==> src/rtl/wb_regfile_pkg.sv <==
`default_nettype none
// ============================================================================
// Module      : wb_regfile_pkg
// Description : Shared processor constants for the writeback/register-file
//               slice: data width, register index width, the PC slot index
//               and the next-PC source encoding used by pcreg.
// Revision    : 1.0  initial release
// ============================================================================
package wb_regfile_pkg;

    localparam int DATA_W = 32;
    localparam int IDX_W  = 4;

    // The PC occupies the highest register index.
    function automatic int pc_idx_of(input int idx_w);
        return (1 << idx_w) - 1;
    endfunction

    localparam int PC_IDX = pc_idx_of(IDX_W);

    typedef enum logic [1:0] {
        PC_SRC_HOLD = 2'd0,
        PC_SRC_SEQ  = 2'd1,
        PC_SRC_LOAD = 2'd2
    } pc_src_e;

endpackage
`default_nettype wire

==> src/rtl/pcreg.sv <==
`default_nettype none
// ============================================================================
// Module      : pcreg
// Description : Program counter register with its priority next-PC mux.
//               Priority: branch load > sequential advance > hold (stall).
//               Synchronous active-low reset clears the PC to zero.
// Ports       : clk, rst      clock / sync active-low reset
//               i_load        load i_target (overrides stall)
//               i_stall       hold the PC when not loading
//               i_target [N]  redirect target
//               i_seq    [N]  sequential next PC
//               o_pc     [N]  current PC
// Revision    : 1.0  initial release
// ============================================================================
module pcreg
    import wb_regfile_pkg::*;
#(
    parameter int N = DATA_W
) (
    input  logic         clk,
    input  logic         rst,
    input  logic         i_load,
    input  logic         i_stall,
    input  logic [N-1:0] i_target,
    input  logic [N-1:0] i_seq,
    output logic [N-1:0] o_pc
);

    pc_src_e      w_src;
    logic [N-1:0] r_pc;

    // A redirect is never lost: load wins even while stalled.
    always_comb begin
        if (i_load) begin
            w_src = PC_SRC_LOAD;
        end else if (!i_stall) begin
            w_src = PC_SRC_SEQ;
        end else begin
            w_src = PC_SRC_HOLD;
        end
    end

    always_ff @(posedge clk) begin
        if (!rst) begin
            r_pc <= '0;
        end else begin
            case (w_src)
                PC_SRC_LOAD: r_pc <= i_target;
                PC_SRC_SEQ:  r_pc <= i_seq;
                default:     r_pc <= r_pc;
            endcase
        end
    end

    assign o_pc = r_pc;

endmodule
`default_nettype wire

==> src/rtl/wb_regfile.sv <==
`default_nettype none
// ============================================================================
// Module      : wb_regfile
// Description : Writeback stage and register file. Selects the writeback
//               result, writes general registers, owns the PC (via pcreg),
//               and serves two combinational read ports with write-through
//               bypass. Index 2^M-1 reads the PC and is never written as a
//               general register.
// Ports       : clk, rst                  clock / sync active-low reset
//               pcload_W, regw_W, regmem_W writeback controls
//               regScr_W  [M]             destination index
//               ALUrslt_W, memData_W [N]  writeback sources
//               pc_next [N], stall        sequential PC and PC hold
//               ra1, ra2 [M] -> rd1, rd2 [N]  read ports
//               pc [N], wbData [N]        current PC, selected result
// Revision    : 1.0  initial release
// ============================================================================
module wb_regfile
    import wb_regfile_pkg::*;
#(
    parameter int N = DATA_W,
    parameter int M = IDX_W
) (
    input  logic         clk,
    input  logic         rst,
    input  logic         pcload_W,
    input  logic         regw_W,
    input  logic         regmem_W,
    input  logic [M-1:0] regScr_W,
    input  logic [N-1:0] ALUrslt_W,
    input  logic [N-1:0] memData_W,
    input  logic [N-1:0] pc_next,
    input  logic         stall,
    input  logic [M-1:0] ra1,
    input  logic [M-1:0] ra2,
    output logic [N-1:0] rd1,
    output logic [N-1:0] rd2,
    output logic [N-1:0] pc,
    output logic [N-1:0] wbData
);

    localparam int           c_NUM_GPR = pc_idx_of(M);
    localparam logic [M-1:0] c_PC_IDX  = M'(pc_idx_of(M));

    logic [N-1:0] r_regs [0:c_NUM_GPR-1];
    logic [N-1:0] w_view [0:(2**M)-1];
    logic [N-1:0] w_pc;
    logic         w_byp1;
    logic         w_byp2;

    assign wbData = regmem_W ? memData_W : ALUrslt_W;

    // General registers. The loop never reaches the PC index, so a write
    // aimed at the PC slot falls through and is dropped.
    always_ff @(posedge clk) begin
        for (int i = 0; i < c_NUM_GPR; i++) begin
            if (!rst) begin
                r_regs[i] <= '0;
            end else if (regw_W && (regScr_W == M'(i))) begin
                r_regs[i] <= wbData;
            end
        end
    end

    pcreg #(
        .N (N)
    ) u_pcreg (
        .clk      (clk),
        .rst      (rst),
        .i_load   (pcload_W),
        .i_stall  (stall),
        .i_target (wbData),
        .i_seq    (pc_next),
        .o_pc     (w_pc)
    );

    assign pc = w_pc;

    // Full index space as seen by the read ports: GPRs plus the PC slot.
    always_comb begin
        for (int i = 0; i < c_NUM_GPR; i++) begin
            w_view[i] = r_regs[i];
        end
        w_view[c_PC_IDX] = w_pc;
    end

    // Same-cycle write-through; the PC slot is never bypassed.
    assign w_byp1 = regw_W && (regScr_W == ra1) && (ra1 != c_PC_IDX);
    assign w_byp2 = regw_W && (regScr_W == ra2) && (ra2 != c_PC_IDX);

    assign rd1 = w_byp1 ? wbData : w_view[ra1];
    assign rd2 = w_byp2 ? wbData : w_view[ra2];

endmodule
`default_nettype wire
==> config.mk <==
export PLATFORM = sky130hd
export DESIGN_NAME = wb_regfile
export DESIGN_NICKNAME = d
export VERILOG_FILES = /design/src/rtl/wb_regfile_pkg.sv /design/src/rtl/pcreg.sv /design/src/rtl/wb_regfile.sv
export SDC_FILE = /design/constraint.sdc
export NUM_CORES = 1
export LEC_CHECK = 0
export CELL_PAD_IN_SITES_DETAIL_PLACEMENT = 0
export CELL_PAD_IN_SITES_GLOBAL_PLACEMENT = 2
export CORE_UTILIZATION = 30
export CTS_CLUSTER_SIZE = 8
export DETAILED_ROUTE_END_ITERATION = 12
export HOLD_SLACK_MARGIN = 0.12
export PLACE_DENSITY = 0.63
export SLEW_MARGIN = 20
export SYNTH_ARGS = -nofsm -noshare
export SYNTH_HDL_FRONTEND = slang
export SYNTH_SLANG_ARGS = --single-unit
==> constraint.sdc <==
create_clock -name clk -period 3.99 [get_ports clk]
set_input_delay 0.798 -clock clk [delete_from_list [all_inputs] [get_ports clk]]
set_output_delay 0.798 -clock clk [all_outputs]
set_load 0.05 [all_outputs]
==> metrics.md <==
| Metric | Value |
|---|---|
| Final period utilization | `96.5%` |
| Gpl congestion | `0.788` |
| Initial antenna violation count | `1` |
| Final WL | `105,000 um` |
| Post-Syn Instances | `1,866` |
| Floorplan row count | `109` |
| Clock transition at path regs | `0.05 ns` |
| Worst slew margin | `33.4%` |
| Most frequent cells in the layout | `nor2_1 (489), edfxtp_1 (480), mux4_2 (257)` |
| Pin count of the biggest net entering global routing | `65` |
| First-pass GRT wire length | `147,000 um` |
| CP startpoint | `ra1[3]` |
| Layout Nets | `2,265` |
| Post-CTS setup buffers | `0` |
| Arr. time, crit path | `3.05 ns` |
| TritonCTS Buffers | `74` |
| Final Max Slew Viols | `0` |
| CP required | `3.19 ns` |
| Post-CTS resize count | `0` |
| Final setup viols | `0` |
| H-tree levels | `3` |
| CTS max path bufs | `3` |
| I/O Buffers | `241` |
| Warnings from Yosys | `0` |
| Seq cells post-synth | `512` |
| Hold Path Depth | `2` |
| Starting Density | `30.4%` |
| Pleak | `12.5 nW` |
| Number of remaining DRC errors | `16` |
| Max FO, Critical Path | `15` |
| Tightest Hold Check Type | `register to register` |
| Die X | `302 um` |
| Worst vdd ir | `0.270 mV` |
| Vias per cell | `5.69` |
| Finished Layout Cells | `3,374` |
| Clk Tree Root Cell | `clkbuf_16` |
| Core area | `88,600 um^2` |
| Reg-to-Reg Start | `u_pcreg.o_pc[30]` |
| Wirelength per Cell | `31.1 um` |
| Crit end category | `primary output` |
| Dpl hpwl | `61,600 um` |
| Synth unique cells | `35` |
| Diode count | `0` |
| Starting DRT DRC Count | `2,201` |
| Max Clock Freq | `260 MHz` |
| CTS tree | `done` |
| Register-to-Register Path Depth | `2` |
| Final critical-path required period | `3.85 ns` |
| Commonest non-fill, non-tap cell in the layout | `nor2_1` |
| FF-to-FF End | `u_pcreg.o_pc[30]` |
| Hold_buf cts | `0` |
| Outcome | `finished, violations left` |
| Maxcap violations | `0` |
| Pre-antenna DRT Iters | `13` |
| Io pins | `242` |
| Cell area after synthesis | `26,900 um^2` |
| Worst setup path category | `primary input to primary output` |
| Share of cells above drive strength 1 | `31.0%` |
| CTS Sinks | `512` |
| Chip height | `302 um` |
| Routed vias | `19,200` |
| Worst Max-Slew Pin Slew | `1.00 ns` |
| RSZ-0062 raised after global routing | `no` |
| Syn Nets | `1,980` |
| Clk_skew | `0 ns` |
| Total die area | `91,000 um^2` |
| Clock latency on the worst-skew pair | `0.60 ns` |
| Placed Cells | `3,240` |
| Reg-to-reg setup timing slack | `2.90 ns` |
| Worst setup endpoint | `rd1[27]` |
| Area of placed instances | `32,600 um^2` |
| Post-route ant nets | `0` |
| Pwr/cell area | `447 nW/um^2` |
| Register area share after synthesis | `55.9%` |
| Area delta synth->final | `29.4%` |
| Avg Cell Area, Syn | `14.4 um^2` |
| Gr usage total | `23.1%` |
| Final instance area | `34,800 um^2` |
| Grt ovf | `0` |
| Final Hold Vio Count | `0` |
| Vias in the first global route | `19,500` |
| Failing checks | `design-rule violations` |
| Startpoint types | `primary input` |
[where the power goes]
part           internal, mW  total [mW]  switching [mW]
Combinational          1.39        3.15            1.76
Clock                  3.65        6.02            2.36
Sequential             6.21        6.41           0.197
Total                  11.3        15.6            4.32
[kinds of logic (layout without fill, tap and decap cells)]
| group | Yosys count | count (layout) | share of synthesized area [%] |
|---|---|---|---|
| and+or+nand+nor | 558 | 558 | 8.25 |
| DFF | 512 | 512 | 55.9 |
| muxes | 353 | 353 | 25.1 |
| buffers and inverters | 228 | 571 | 3.79 |
| AOI/OAI and AO/OA | 209 | 209 | 6.81 |
| xor gates and xnor gates | 6 | 6 | 0.195 |
[Yosys cell counts]
| master | count | share of area (%) |
|---|---|---|
| nor2_1 | 491 | 6.8 |
| edfxtp_1 | 480 | 54 |
| mux4_2 | 257 | 21 |
| clkbuf_1 | 141 | 2.0 |
| mux2i_1 | 95 | 3.5 |
| a211oi_1 | 64 | 1.8 |
| a22o_1 | 63 | 2.0 |
| a221oi_1 | 41 | 1.3 |
| nor2b_1 | 36 | 0.84 |
| dfxtp_1 | 32 | 2.4 |
| inv_2 | 32 | 0.45 |
| a221oi_2 | 22 | 1.2 |
| buf_2 | 21 | 0.39 |
| nand2_1 | 19 | 0.26 |
| o21ai_0 | 15 | 0.28 |
| buf_6 | 13 | 0.54 |
| buf_4 | 11 | 0.31 |
| buf_1 | 9 | 0.13 |
| xor2_1 | 4 | 0.13 |
| a31oi_1 | 2 | 0.046 |
| and2_1 | 2 | 0.046 |
| nand2b_1 | 2 | 0.046 |
| xnor2_1 | 2 | 0.065 |
| and3_1 | 1 | 0.023 |
| and3b_1 | 1 | 0.033 |
| inv_1 | 1 | 0.014 |
| mux2_2 | 1 | 0.042 |
| nand3_1 | 1 | 0.019 |
| nand3b_1 | 1 | 0.028 |
| nor3b_1 | 1 | 0.028 |
| o2111ai_1 | 1 | 0.033 |
| o2111ai_2 | 1 | 0.056 |
| or2_1 | 1 | 0.023 |
| or2_2 | 1 | 0.023 |
| or3b_2 | 1 | 0.033 |
[metal layers]
metal / share of wire, % / GRT usage (%) / wire (um)
met5: 0 / 0.265 / 0
met4: 2.8 / 7.31 / 2990
met3: 8.6 / 4.93 / 9050
met2: 46 / 36.1 / 48700
met1: 42 / 31.8 / 44200
[per-stage QoR]
step,setup TNS (ns),setup slack (ns),power (mW),hold WS (ns),util [%]
6_report,0,0.141,15.6,0.666,39.3
5_1_grt,0,0.0739,16.0,0.698,39.3
4_1_cts,0,0.152,15.7,0.676,39.3
3_5_place_dp,0,0.157,9.67,0.664,36.8
3_3_place_gp,0,0.132,9.65,0.662,36.8
2_1_floorplan,-53.87,-0.305,8.18,0.849,-
[registers in the layout (all words and copies together) (netlist names)]
signal / count
r_regs: 480
u_pcreg.o_pc: 32
[worst min path at each step]
stage	startpoint	end	slack, ns
final	u_pcreg.o_pc[8]	u_pcreg.o_pc[8]	0.67
after global routing	u_pcreg.o_pc[23]	u_pcreg.o_pc[23]	0.70
after CTS	u_pcreg.o_pc[25]	u_pcreg.o_pc[25]	0.68
after detailed placement	u_pcreg.o_pc[8]	u_pcreg.o_pc[8]	0.66
after global placement	u_pcreg.o_pc[28]	u_pcreg.o_pc[28]	0.66
after floorplan	u_pcreg.o_pc[25]	u_pcreg.o_pc[25]	0.85
[worst max-delay path, cell delays in order]
cell	delay (ns)
clkdlybuf4s50_1	0.60
and2_1	0.33
buf_12	0.19
a22o_1	0.22
a221oi_1	0.48
mux2i_1	0.23
buf_12	0.20
[final cells by class]
cell class	count	area, um^2
inverters	33	124
well taps	1165	1460
flip-flops and latches	512	15100
repair buffers	404	4820
fillers	8257	53800
multi-input cells	1126	11200
clock inverters	2	16.3
clock buffers	132	2180
(Power assumes the default switching activity.)
